### config.mk
export PLATFORM = sky130hd
export DESIGN_NAME = sprite_motion
export DESIGN_NICKNAME = d
export VERILOG_FILES = /design/src/rtl/sprite_pkg.sv /design/src/rtl/axis_reflect.sv /design/src/rtl/sprite_motion.sv
export SDC_FILE = /design/constraint.sdc
export NUM_CORES = 1
export LEC_CHECK = 0
export ABC_AREA = 1
export CORE_AREA = 2 2 219 135
export CTS_BUF_LIST = sky130_fd_sc_hd__clkbuf_2 sky130_fd_sc_hd__clkbuf_4 sky130_fd_sc_hd__clkbuf_8
export DETAILED_ROUTE_END_ITERATION = 12
export DIE_AREA = 0 0 221 137
export SLEW_MARGIN = 0
export SYNTH_ARGS = -nofsm -noshare
export SYNTH_HDL_FRONTEND = slang
export SYNTH_SLANG_ARGS = --single-unit
### constraint.sdc
create_clock -name clk_pix -period 5.6 [get_ports clk_pix]
set_input_delay 0.84 -clock clk_pix [delete_from_list [all_inputs] [get_ports clk_pix]]
set_output_delay 0.84 -clock clk_pix [all_outputs]
set_load 0.1 [all_outputs]
### src/rtl/sprite_pkg.sv
// Shared types and constants for the sprite motion block: FSM states,
// register map and the default travel limits of the sprite origin.
package sprite_pkg;

  typedef enum logic [2:0] {
    StIdle,
    StLoad,
    StStepX,
    StStepY,
    StCommit
  } state_e;

  localparam logic [2:0] ADDR_CTRL   = 3'd0;
  localparam logic [2:0] ADDR_POS_X  = 3'd1;
  localparam logic [2:0] ADDR_POS_Y  = 3'd2;
  localparam logic [2:0] ADDR_VEL_X  = 3'd3;
  localparam logic [2:0] ADDR_VEL_Y  = 3'd4;
  localparam logic [2:0] ADDR_BOUNCE = 3'd5;

  localparam int DEF_SCREEN_W = 800;
  localparam int DEF_SCREEN_H = 480;
  localparam int DEF_SPRITE_W = 64;
  localparam int DEF_SPRITE_H = 64;
  localparam int MAX_X = DEF_SCREEN_W - DEF_SPRITE_W;
  localparam int MAX_Y = DEF_SCREEN_H - DEF_SPRITE_H;

  // Clamp a signed register write into 0..lim.
  function automatic logic [15:0] clamp_pos(input logic [15:0] p, input logic [15:0] lim);
    if (p[15]) begin
      return 16'd0;
    end else if (p > lim) begin
      return lim;
    end else begin
      return p;
    end
  endfunction

  // -128 has no positive mirror in 8 bits, so it is pulled in to -127.
  function automatic logic [7:0] sat_vel(input logic [7:0] v);
    return (v == 8'h80) ? 8'h81 : v;
  endfunction

endpackage

### src/rtl/axis_reflect.sv
// One axis of sprite motion: advance pos by vel and mirror it back inside
// 0..limit, flipping the velocity when an edge is crossed.
module axis_reflect (
  input  logic [15:0] pos,
  input  logic [7:0]  vel,
  input  logic [15:0] limit,
  output logic [15:0] new_pos,
  output logic [7:0]  new_vel,
  output logic        bounced
);

  logic [16:0] nx;
  logic [16:0] refl;
  logic [16:0] lim17;

  always_comb begin
    lim17   = {1'b0, limit};
    nx      = {pos[15], pos} + {{9{vel[7]}}, vel};
    refl    = 17'd0;
    new_pos = nx[15:0];
    new_vel = vel;
    bounced = 1'b0;
    if (nx[16]) begin
      refl    = 17'd0 - nx;
      new_pos = refl[15:0];
      new_vel = 8'd0 - vel;
      bounced = 1'b1;
    end else if (nx > lim17) begin
      // Mirror about the limit: limit - (nx - limit).
      refl    = {lim17[15:0], 1'b0} - nx;
      new_pos = refl[15:0];
      new_vel = 8'd0 - vel;
      bounced = 1'b1;
    end
  end

endmodule

### src/rtl/sprite_motion.sv
// Per-frame sprite origin generator with edge reflection and an MCU register
// port; outputs only move in the short sequence following each frame tick.
module sprite_motion
  import sprite_pkg::*;
#(
  parameter int SCREEN_W = DEF_SCREEN_W,
  parameter int SCREEN_H = DEF_SCREEN_H,
  parameter int SPRITE_W = DEF_SPRITE_W,
  parameter int SPRITE_H = DEF_SPRITE_H,
  parameter int INIT_X   = 0,
  parameter int INIT_Y   = 0,
  parameter int INIT_VX  = 1,
  parameter int INIT_VY  = 1
) (
  input  logic        clk_pix,
  input  logic        reset,
  input  logic        frame_int,
  input  logic        wr_en,
  input  logic [2:0]  addr,
  input  logic [15:0] wr_data,
  output logic [15:0] rd_data,
  output logic [15:0] offset_x,
  output logic [15:0] offset_y,
  output logic        bounce_int,
  output logic [15:0] bounce_count
);

  localparam logic [15:0] LimX = 16'(SCREEN_W - SPRITE_W);
  localparam logic [15:0] LimY = 16'(SCREEN_H - SPRITE_H);

  state_e state_q, state_d;

  logic        frame_q;
  logic        tick;
  logic [15:0] x_q, y_q;
  logic [7:0]  vx_q, vy_q;
  logic        enable_q, overrun_q;
  logic [15:0] px_sh_q, py_sh_q;
  logic [7:0]  vx_sh_q, vy_sh_q;
  logic        pend_px_q, pend_py_q, pend_vx_q, pend_vy_q;
  logic        bx_q, by_q;
  logic [15:0] offset_x_q, offset_y_q, bounce_count_q, rd_data_q;
  logic        bounce_int_q;
  logic [15:0] rd_d;

  logic        wr_ctrl, wr_px, wr_py, wr_vx, wr_vy;
  logic [15:0] ax_pos, ay_pos;
  logic [7:0]  ax_vel, ay_vel;
  logic        ax_bounce, ay_bounce;

  assign tick    = frame_int & ~frame_q;
  assign wr_ctrl = wr_en && (addr == ADDR_CTRL);
  assign wr_px   = wr_en && (addr == ADDR_POS_X);
  assign wr_py   = wr_en && (addr == ADDR_POS_Y);
  assign wr_vx   = wr_en && (addr == ADDR_VEL_X);
  assign wr_vy   = wr_en && (addr == ADDR_VEL_Y);

  axis_reflect u_axis_x (
    .pos     (x_q),
    .vel     (vx_q),
    .limit   (LimX),
    .new_pos (ax_pos),
    .new_vel (ax_vel),
    .bounced (ax_bounce)
  );

  axis_reflect u_axis_y (
    .pos     (y_q),
    .vel     (vy_q),
    .limit   (LimY),
    .new_pos (ay_pos),
    .new_vel (ay_vel),
    .bounced (ay_bounce)
  );

  always_ff @(posedge clk_pix) begin
    if (reset) begin
      state_q <= StIdle;
    end else begin
      state_q <= state_d;
    end
  end

  always_comb begin
    state_d = state_q;
    unique case (state_q)
      StIdle:   if (tick) state_d = StLoad;
      StLoad:   state_d = StStepX;
      StStepX:  state_d = StStepY;
      StStepY:  state_d = StCommit;
      StCommit: state_d = StIdle;
      default:  state_d = StIdle;
    endcase
  end

  // Reads show a pending shadow value until it is loaded.
  always_comb begin
    rd_d = 16'd0;
    case (addr)
      ADDR_CTRL:   rd_d = {14'd0, overrun_q, enable_q};
      ADDR_POS_X:  rd_d = pend_px_q ? px_sh_q : x_q;
      ADDR_POS_Y:  rd_d = pend_py_q ? py_sh_q : y_q;
      ADDR_VEL_X:  rd_d = pend_vx_q ? {{8{vx_sh_q[7]}}, vx_sh_q} : {{8{vx_q[7]}}, vx_q};
      ADDR_VEL_Y:  rd_d = pend_vy_q ? {{8{vy_sh_q[7]}}, vy_sh_q} : {{8{vy_q[7]}}, vy_q};
      ADDR_BOUNCE: rd_d = bounce_count_q;
      default:     rd_d = 16'd0;
    endcase
  end

  always_ff @(posedge clk_pix) begin
    if (reset) begin
      frame_q        <= 1'b0;
      x_q            <= 16'(INIT_X);
      y_q            <= 16'(INIT_Y);
      vx_q           <= 8'(INIT_VX);
      vy_q           <= 8'(INIT_VY);
      enable_q       <= 1'b1;
      overrun_q      <= 1'b0;
      px_sh_q        <= 16'd0;
      py_sh_q        <= 16'd0;
      vx_sh_q        <= 8'd0;
      vy_sh_q        <= 8'd0;
      pend_px_q      <= 1'b0;
      pend_py_q      <= 1'b0;
      pend_vx_q      <= 1'b0;
      pend_vy_q      <= 1'b0;
      bx_q           <= 1'b0;
      by_q           <= 1'b0;
      offset_x_q     <= 16'(INIT_X);
      offset_y_q     <= 16'(INIT_Y);
      bounce_int_q   <= 1'b0;
      bounce_count_q <= 16'd0;
      rd_data_q      <= 16'd0;
    end else begin
      frame_q      <= frame_int;
      bounce_int_q <= 1'b0;
      rd_data_q    <= rd_d;

      if (wr_ctrl) begin
        enable_q <= wr_data[0];
        if (wr_data[1]) overrun_q <= 1'b0;
      end
      if (tick && (state_q != StIdle)) overrun_q <= 1'b1;

      if (wr_px) begin px_sh_q <= wr_data;          pend_px_q <= 1'b1; end
      if (wr_py) begin py_sh_q <= wr_data;          pend_py_q <= 1'b1; end
      if (wr_vx) begin vx_sh_q <= sat_vel(wr_data[7:0]); pend_vx_q <= 1'b1; end
      if (wr_vy) begin vy_sh_q <= sat_vel(wr_data[7:0]); pend_vy_q <= 1'b1; end

      case (state_q)
        StLoad: begin
          // A write landing this cycle keeps its flag and waits a frame.
          if (pend_px_q && !wr_px) begin x_q <= clamp_pos(px_sh_q, LimX); pend_px_q <= 1'b0; end
          if (pend_py_q && !wr_py) begin y_q <= clamp_pos(py_sh_q, LimY); pend_py_q <= 1'b0; end
          if (pend_vx_q && !wr_vx) begin vx_q <= vx_sh_q; pend_vx_q <= 1'b0; end
          if (pend_vy_q && !wr_vy) begin vy_q <= vy_sh_q; pend_vy_q <= 1'b0; end
          bx_q <= 1'b0;
          by_q <= 1'b0;
        end
        StStepX: begin
          if (enable_q) begin
            x_q  <= ax_pos;
            vx_q <= ax_vel;
            bx_q <= ax_bounce;
          end
        end
        StStepY: begin
          if (enable_q) begin
            y_q  <= ay_pos;
            vy_q <= ay_vel;
            by_q <= ay_bounce;
          end
        end
        StCommit: begin
          offset_x_q     <= x_q;
          offset_y_q     <= y_q;
          bounce_int_q   <= bx_q | by_q;
          bounce_count_q <= bounce_count_q + {15'd0, bx_q} + {15'd0, by_q};
        end
        default: ;
      endcase
    end
  end

  assign rd_data      = rd_data_q;
  assign offset_x     = offset_x_q;
  assign offset_y     = offset_y_q;
  assign bounce_int   = bounce_int_q;
  assign bounce_count = bounce_count_q;

endmodule
==> impl_metrics.py, run 1 <==
metrics = {
    "place": {
        "port_buffers": 87,
        "globalplace.congestion": 0.9474,
        "dp_hpwl_microns": 31420,
    },
    "detailed_routing": {
        "ant_nets": 0,
        "dr.pass1.iters": 6,
        "drcViolationCount": 0,
        "drt-initial-drc-count": 1324,
        "drt-wirelength-per-cell_microns": 17.91,
        "via_count": 11900,
        "wl_microns": 39910,
        "vias_per_cell": 5.340,
    },
    "grt": {
        "grt_remaining_overflow": 0,
        "antenna_found_initial": 1,
        "grt_max_degree": 68,
        "grt_pass1_wl_microns": 60170,
        "first_global_vias": 10250,
        "track_usage": 0.2607,
    },
    "synth": {
        "syn_area_sq_um": 11140,
        "synthAdderAreaFrac": 0.04697,
        "synth_compound_area_frac": 0.1922,
        "synth_most_common_cell": "nand2_1",
        "yosys.area_share.simple": 0.3329,
        "ys_top_cells_by_area": "dfxtp_1 (31%), nand2_1 (15%), inv_1 (8.1%), o21ai_0 (7.3%), nor2_1 (7.1%)",
        "synthXorXnorAreaFrac": 0.009438,
        "syn_inst": 1780,
        "synth.largest_area_cell": "dfxtp_1",
        "synth_flop_cell": "dfxtp_1",
        "syn_area_per_cell_sq_um": 6.256,
        "yosysWarnings": 0,
        "synth-seq-cells": 173,
        "muxShareOfSynthArea": 0,
        "synth_common_cells": "nand2_1 (445), inv_1 (239), nor2_1 (211)",
        "ys_seq_area_frac": 0.3110,
        "synth_top_area_share": 0.3110,
        "ys_types": 51,
        "synth_fp_nets": 1843,
        "synth-edff-count": 0,
        "synth_top_family_by_area": "simple AND/OR/NAND/NOR gates",
        "async_flop_share": 0,
    },
    "finish": {
        "drive_gt1_frac": 0.05949,
        "fin_nets": 1900,
        "nFillCells": 2977,
        "syn_to_final_growth_pct": 14.19,
    },
    "clocking": {
        "post_cts_resize_count": 0,
        "clk_path_buf_depth": 2,
        "ctsHoldBuffers": 0,
        "cts_setup_buffers": 0,
        "clock_latency_ns": 0.49,
        "numClockSinks": 173,
        "clockRootBuffer": "clkbuf_8",
        "cts_buffers": 17,
        "cts_max_level": 4,
        "clkTransAtPathRegs_ns": 0.09,
        "cts_tree": "yes",
    },
    "worst_setup_path": {
        "cp.arrival_ns": 4.08,
        "cp-end-kind": "flop",
        "critPathKind": "in -> reg",
        "start_kind": "primary input",
        "critPathMaxFanout": 25,
        "critical_path_required_ns": 5.95,
    },
    "timing": {
        "rsz0062_at_grt": "false",
        "setup_viol": 0,
        "finalClockSkew_ns": 0.01591,
        "whs_ns": 0.4717,
        "tightest_slew_ns": 1.056,
        "max_slew_margin": 0.2958,
        "finalCriticalPeriod_ns": 3.724,
        "hold_viol": 0,
        "period_share": 0.6651,
        "tns_ns": 0,
        "fmax_mhz": 268.5,
        "maxSlewViolCount": 0,
    },
    "die": {
        "fp.coreArea_sq_um": 28290,
        "rows": 48,
        "die_h_microns": 137,
        "die_w_microns": 221,
        "io-pin-count": 88,
        "dieArea_sq_um": 30280,
        "start_util": 0.3937,
    },
    "power_and_ir_drop": {
        "power.leakage_nw": 5.629,
        "power.density_nw_per_um2": 265.5,
        "total_power_w": 0.003376,
        "peakVddDrop_v": 0.0001126,
    },
    "run_status": {
        "status": "finished, final reports clean",
    },
    "worst_hold_path": {
        "min_path_type": "reg -> reg",
    },
    "flow_run": {
        "drv_cap": 0,
    },
}
[critical path, stage by stage]
cell and delay, ns:
clkdlybuf4s50_1 0.52, inv_1 0.08, nor2_1 0.11, inv_1 0.08
nor2_2 0.60, inv_1 0.14, nor2_1 0.13, buf_4 0.17
inv_1 0.30, a31oi_2 0.38, inv_1 0.37, o21ai_0 0.27
a21oi_1 0.07
[area by class of cell]
| class | instances | area, sq um | share of cell area |
|---|---|---|---|
| multi-input cells | 1302 | 6476 | 0.5093 |
| flip-flops and latches | 173 | 3463 | 0.2724 |
| repair buffers | 97 | 945.9 | 0.07439 |
| inverters | 246 | 924.6 | 0.07272 |
| well taps | 375 | 469.2 | 0.03690 |
| clock buffers | 22 | 290.3 | 0.02283 |
| clock inverters | 9 | 136.4 | 0.01073 |
| diodes | 4 | 10.01 | 0.0007872 |
[per-layer routing]
layer | share of wire | wire length (microns) | GRT usage | vias to the layer above
li1 | - | - | - | 5915
met4 | 0.012 | 498 | 0.05705 | 0
met1 | 0.52 | 20780 | 0.4164 | 5372
met5 | 0 | 0 | 0 | -
met3 | 0.12 | 4928 | 0.08437 | 42
met2 | 0.34 | 13700 | 0.3205 | 569
[cell families after synthesis]
| family | after synthesis |
|---|---|
| and+or+nand+nor | 869 |
| AOI/OAI and AO/OA | 381 |
| buffers and inverters | 305 |
| DFF | 173 |
| adders and majority gates | 40 |
| xor gates and xnor gates | 12 |
[per-stage QoR]
step | utilization | setup WS, ns | instance area [sq um] | instances
finish | 0.4495 | 1.876 | 12720 | 2228
floorplan | - | 2.405 | 11140 | 1780
CTS | 0.4492 | 2.021 | 12710 | 2224
global placement | 0.4341 | 1.701 | 12280 | 2193
detailed placement | 0.4341 | 1.507 | 12280 | 2193
global route | 0.4492 | 1.631 | 12710 | 2224
[cell usage in the layout, fill, tap and decap left out, types with 9 or more instances in the layout]
master,instances
nand2_1,445
inv_1,238
nor2_1,211
dfxtp_1,173
o21ai_0,163
a21oi_1,139
nand3_1,114
clkdlybuf4s50_1,87
ha_1,37
nand2_2,26
o211ai_1,20
clkbuf_8,20
nor3_1,19
nand4_1,18
a41oi_1,10
a31oi_1,10
buf_4,10
xor2_1,9
[registers in the layout, summed over array words and instances (netlist names), 3 cells and up]
register	flops
state_q	3
offset_y	16
offset_x	16
py_sh_q	16
rd_data	16
x_q	16
vy_q	8
vy_sh_q	8
vx_q	8
y_q	16
px_sh_q	16
vx_sh_q	8
bounce_count	16
[where the power goes]
| part | internal (W) | leakage, nW | switching [W] |
|---|---|---|---|
| combinational | 0.000313 | 4.01 | 0.000718 |
| sequential | 0.00128 | 1.40 | 0.0000899 |
| clock | 0.000486 | 0.212 | 0.000488 |
[path summary, 6_finish.rpt]
path | from | slack [ns] | cells after the start | endpoint
max reg2reg | vx_q[0] | 2.22 | 17 | vx_q[0]
max | addr[1] | 1.88 | 13 | y_q[9]
min reg2reg | vx_sh_q[1] | 0.47 | 2 | vx_sh_q[1]
min | vx_sh_q[1] | 0.47 | 2 | vx_sh_q[1]
(Power assumes the default switching activity.)
==> run 2: changes to the inputs <==
==> constraint.sdc (replaced) <==
create_clock -name clk_pix -period 3.45 [get_ports clk_pix]
set_input_delay 0.5175 -clock clk_pix [delete_from_list [all_inputs] [get_ports clk_pix]]
set_output_delay 0.5175 -clock clk_pix [all_outputs]
set_load 0.1 [all_outputs]
==> run 2 against run 1 <==
  * Power up 60%
  * Clock skew up 0.0041 ns
  * Combinational power up 72%
  * Critical endpoint is now vx_q[1]
  * Hold slack better by 0.0025 ns
  * First-iteration DRC count down 1.1%
  * Final area up 2.1%
==> impl_metrics.py, run 2 (synthesis gave the netlist of run 1 again) <==
metrics = {
    "run_status": {
        "status": "finished, final reports clean",
    },
    "clocking": {
        "cts_max_level": 4,
        "clockRootBuffer": "clkbuf_8",
        "cts_tree": "yes",
        "clock_latency_ns": 0.51,
        "clk_path_buf_depth": 2,
        "clkTransAtPathRegs_ns": 0.11,
        "ctsHoldBuffers": 0,
        "cts_buffers": 17,
        "numClockSinks": 173,
    },
    "grt": {
        "first_global_vias": 10670,
        "antenna_found_initial": 3,
        "grt_max_degree": 132,
        "grt_pass1_wl_microns": 62430,
        "track_usage": 0.2711,
        "grt_remaining_overflow": 0,
    },
    "worst_hold_path": {
        "hold_path_end": "py_sh_q[13]",
        "hold_depth": 2,
        "min_from": "py_sh_q[13]",
        "min_path_type": "reg -> reg",
    },
    "die": {
        "start_util": 0.3937,
        "die_h_microns": 137,
        "dieArea_sq_um": 30280,
        "die_w_microns": 221,
        "rows": 48,
        "fp.coreArea_sq_um": 28290,
        "io-pin-count": 88,
    },
    "place": {
        "port_buffers": 87,
        "dp_hpwl_microns": 32660,
        "globalplace.congestion": 0.9423,
    },
    "timing": {
        "finalCriticalPeriod_ns": 3.159,
        "fmax_mhz": 316.6,
        "finalClockSkew_ns": 0.02001,
        "max_slew_margin": 0.3144,
        "rsz0062_at_grt": "false",
        "period_share": 0.9156,
        "hold_viol": 0,
        "maxSlewViolCount": 0,
        "tns_ns": 0,
        "tightest_slew_ns": 1.025,
        "setup_viol": 0,
    },
    "power_and_ir_drop": {
        "power.density_nw_per_um2": 416.8,
        "power.leakage_nw": 5.826,
        "peakVddDrop_v": 0.0002035,
    },
    "worst_setup_path": {
        "critPathKind": "reg -> reg",
        "regToRegEndpoint": "vx_q[1]",
        "critPathMaxFanout": 6,
        "cp-end-kind": "flop",
        "reg2reg_from": "vx_q[0]",
        "reg2regPathDepth": 17,
        "cp.arrival_ns": 3.59,
        "critical_path_required_ns": 3.88,
        "r2r_setup_slack_ns": 0.29,
        "start_kind": "flop",
    },
    "finish": {
        "final_common_cell": "nand2_1",
        "drive_gt1_frac": 0.08311,
        "finish.utilization": 0.4589,
        "fin_nets": 1939,
        "layout_common_cells": "nand2_1 (445), inv_1 (238), nor2_1 (211)",
        "syn_to_final_growth_pct": 16.56,
        "nFillCells": 2973,
    },
    "detailed_routing": {
        "via_count": 12120,
        "dr.pass1.iters": 9,
        "drt-wirelength-per-cell_microns": 18.14,
        "wl_microns": 41090,
        "ant_nets": 0,
        "vias_per_cell": 5.350,
        "drcViolationCount": 0,
        "drt-initial-drc-count": 1310,
    },
    "flow_run": {
        "drv_cap": 0,
    },
}
run 2: how the worst max path moves through the flow:
stage	slack, ns	depth (start not counted)	to	start
6_report	0.29	17	vx_q[1]	vx_q[0]
5_1_grt	0.02	18	vy_q[2]	vy_q[0]
4_1_cts	0.22	16	y_q[4]	vy_q[0]
3_5_place_dp	0.28	16	y_q[4]	vy_q[0]
3_3_place_gp	0.35	16	y_q[4]	vy_q[0]
2_1_floorplan	0.26	13	bounce_count[15]	bounce_count[0]
run 2: final cells by class:
| cell class | instances | area (sq um) | area share |
|---|---|---|---|
| Antenna cell | 1 | 2.502 | 0.0001928 |
| Clock buffer | 19 | 255.2 | 0.01966 |
| Clock inverter | 13 | 128.9 | 0.009929 |
| Inverter | 246 | 924.6 | 0.07124 |
| Multi-Input combinational cell | 1302 | 6491 | 0.5001 |
| Sequential cell | 173 | 3465 | 0.2669 |
| Tap cell | 375 | 469.2 | 0.03615 |
| Timing Repair Buffer | 136 | 1244 | 0.09582 |
run 2: report_power, final:
part           internal [W]  switching [W]
clock              0.000614       0.000852
sequential          0.00208      0.0000929
combinational      0.000557        0.00121
run 2: layer usage:
metal  track usage  part of all wire  vias to the layer above
li1              -                 -                     5974
met1        0.4268              0.51                     5576
met2        0.3358              0.35                      546
met3        0.1011              0.13                       22
met4       0.04884            0.0097                        0
met5             0                 0                        -
run 2: critical path, stage by stage, from the launching register on:
cell	delay, ns
dfxtp_1	0.40
ha_2	0.24
inv_1	0.06
fa_1	0.55
ha_1	0.22
inv_1	0.09
a21oi_1	0.12
nand3_1	0.15
nor2_1	0.18
nand2_1	0.07
nor2_1	0.09
nand4_1	0.09
nand2_2	0.12
nand4_1	0.20
nand2_2	0.21
buf_4	0.13
nand2_1	0.04
a21oi_1	0.14
run 2: per-stage QoR:
step                total power (W)  cell area (sq um)  instances  setup WS, ns  hold slack, ns
floorplan                  0.003443              11140       1780        0.2550          0.4358
global placement           0.003915              12560       2230        0.3544          0.4573
detailed placement         0.003926              12560       2230        0.2798          0.4614
CTS                        0.005392              12950       2262        0.2194          0.4744
global route               0.005715              12980       2265       0.01576          0.4960
finish                     0.005410              12980       2265        0.2911          0.4742
run 2: timing repair:
item / CTS / global route
endpoints found under the setup margin: 0 / 13
resized for setup: 0 / 5
setup buffers: 0 / 2
==> run 3: changes to the inputs <==
--- a/config.mk
+++ b/config.mk
@@ -10,7 +10,9 @@
 export CTS_BUF_LIST = sky130_fd_sc_hd__clkbuf_2 sky130_fd_sc_hd__clkbuf_4 sky130_fd_sc_hd__clkbuf_8
 export DETAILED_ROUTE_END_ITERATION = 12
 export DIE_AREA = 0 0 221 137
+export REMOVE_ABC_BUFFERS = 1
 export SLEW_MARGIN = 0
 export SYNTH_ARGS = -nofsm -noshare
 export SYNTH_HDL_FRONTEND = slang
 export SYNTH_SLANG_ARGS = --single-unit
+export TNS_END_PERCENT = 5
==> run 3 against run 2 <==
  * Final area down 0.67%
  * Register-to-register slack worse by 0.08 ns
  * Clock power up 12%
==> impl_metrics.py, run 3 (synthesis gave the netlist of run 1 again) <==
metrics = {
    "grt": {
        "grt_pass1_wl_microns": 57750,
        "track_usage": 0.2447,
        "first_global_vias": 10280,
        "grt_remaining_overflow": 0,
        "grt_max_degree": 87,
        "antenna_found_initial": 1,
    },
    "finish": {
        "fin_cells": 2246,
        "nFillCells": 3036,
        "drive_gt1_frac": 0.07215,
        "antenna_cells": 0,
        "finish.utilization": 0.4558,
        "fin_nets": 1921,
        "layout_common_cells": "nand2_1 (445), inv_1 (238), nor2_1 (210)",
        "syn_to_final_growth_pct": 15.78,
        "final_common_cell": "nand2_1",
    },
    "detailed_routing": {
        "wl_microns": 37190,
        "dr.pass1.iters": 7,
        "drt-initial-drc-count": 1197,
        "vias_per_cell": 5.277,
        "drt-wirelength-per-cell_microns": 16.56,
        "ant_nets": 0,
        "via_count": 11850,
        "drcViolationCount": 0,
    },
    "timing": {
        "max_slew_margin": 0.3289,
        "tns_ns": 0,
        "finalClockSkew_ns": 0.01563,
        "fmax_mhz": 308.3,
        "rsz0062_at_grt": "true",
        "tightest_slew_ns": 1.004,
        "maxSlewViolCount": 0,
        "finalCriticalPeriod_ns": 3.244,
        "period_share": 0.9403,
        "setup_viol": 0,
        "hold_viol": 0,
    },
    "clocking": {
        "clockRootBuffer": "clkbuf_8",
        "cts_buffers": 17,
        "cts_max_level": 4,
        "clkTransAtPathRegs_ns": 0.09,
        "cts_tree": "yes",
        "ctsHoldBuffers": 0,
        "clock_latency_ns": 0.50,
        "numClockSinks": 173,
        "clk_path_buf_depth": 2,
    },
    "worst_setup_path": {
        "critPathKind": "reg -> reg",
        "critPathMaxFanout": 9,
        "critPathLaunch": "vx_q[0]",
        "cp.arrival_ns": 3.62,
        "r2r_setup_slack_ns": 0.21,
        "regToRegEndpoint": "vx_q[0]",
        "reg2reg_from": "vx_q[0]",
        "reg2regPathDepth": 17,
        "critical_path_required_ns": 3.83,
        "start_kind": "flop",
        "cp-end-kind": "flop",
    },
    "power_and_ir_drop": {
        "cell_internal_pwr_w": 0.003451,
        "netSwitchingFraction": 0.3731,
        "combPwrFrac": 0.303,
        "power.density_nw_per_um2": 426.9,
        "p_sw_w": 0.002053,
        "peakVddDrop_v": 0.0002370,
        "power.leakage_nw": 5.758,
        "p_clk_frac": 0.300,
        "seqPwrFrac": 0.396,
    },
    "place": {
        "globalplace.congestion": 0.9166,
        "dp_hpwl_microns": 29130,
        "port_buffers": 87,
        "dp_cells": 2209,
    },
    "worst_hold_path": {
        "min_path_type": "reg -> reg",
        "hold_path_end": "vx_sh_q[3]",
        "hold_depth": 2,
        "min_from": "vx_sh_q[3]",
    },
    "die": {
        "start_util": 0.3937,
        "dieArea_sq_um": 30280,
        "die_h_microns": 137,
        "rows": 48,
        "fp.coreArea_sq_um": 28290,
        "die_w_microns": 221,
        "io-pin-count": 88,
    },
    "run_status": {
        "status": "finished, final reports clean",
    },
    "flow_run": {
        "drv_cap": 0,
    },
}
run 3: cell types whose count changed in the layout (fill, tap and decap cells not counted), moves of 2 or more:
cell,change
bufinv_16,+3
buf_4,-19
ha_1,+2
inv_6,-2
ha_2,-2
run 3: per-layer routing:
layer  vias to the layer above  global-route usage  part of all wire
met3                        26             0.05045             0.085
met1                      5453              0.4003              0.54
met4                         2             0.04064            0.0078
met5                         -                   0           0.00035
li1                       5936                   -                 -
met2                       436              0.3174              0.36
run 3: what timing repair did:
action,in CTS,in global routing
gates resized for setup,0,1
setup buffers,0,5
endpoints found under the setup margin,0,3
run 3: worst max-delay path by stage:
stage	end	slack [ns]	cells past startpoint
floorplan	bounce_count[15]	0.20	13
global placement	y_q[11]	0.44	14
detailed placement	vx_q[0]	0.28	17
CTS	vx_q[0]	0.27	17
global route	vx_q[5]	-0.01	17
finish	vx_q[0]	0.21	17
run 3: area by class of cell:
| cell class | count | area, sq um | area share |
|---|---|---|---|
| multi-input cells | 1302 | 6479 | 0.5025 |
| flip-flops and latches | 173 | 3463 | 0.2686 |
| repair buffers | 118 | 1111 | 0.08618 |
| inverters | 246 | 924.6 | 0.07172 |
| well taps | 375 | 469.2 | 0.03639 |
| clock buffers | 20 | 262.8 | 0.02038 |
| clock inverters | 12 | 182.7 | 0.01417 |
run 3: power by group through the flow:
stage	clock network, W	registers (W)	logic (W)
floorplan	0	0.00227	0.00113
global placement	0	0.00222	0.00160
detailed placement	0	0.00223	0.00161
CTS	0.00168	0.00218	0.00162
global route	0.00176	0.00219	0.00187
finish	0.00165	0.00218	0.00167
run 3: stage by stage:
stage               setup WS (ns)  area (sq um)  hold slack, ns  power (W)
finish                     0.2061         12890          0.4736   0.005504
global placement           0.4434         12410          0.4557   0.003824
global route            -0.009563         12890          0.5047   0.005829
CTS                        0.2658         12850          0.4744   0.005476
detailed placement         0.2760         12410          0.4601   0.003841
floorplan                  0.2001         10860          0.4330   0.003392
run 3: worst max-delay path, stage by stage, from the launching register on:
cell     delay [ns]
dfxtp_1        0.39
ha_1           0.30
inv_1          0.08
fa_1           0.55
ha_1           0.20
inv_1          0.08
a21oi_1        0.12
nand3_1        0.15
nor2_1         0.18
nand2_1        0.07
nor2_1         0.08
nand4_1        0.10
nand2_2        0.12
nand4_1        0.21
nand2_2        0.22
inv_2          0.10
nand3_1        0.08
nand3_1        0.08
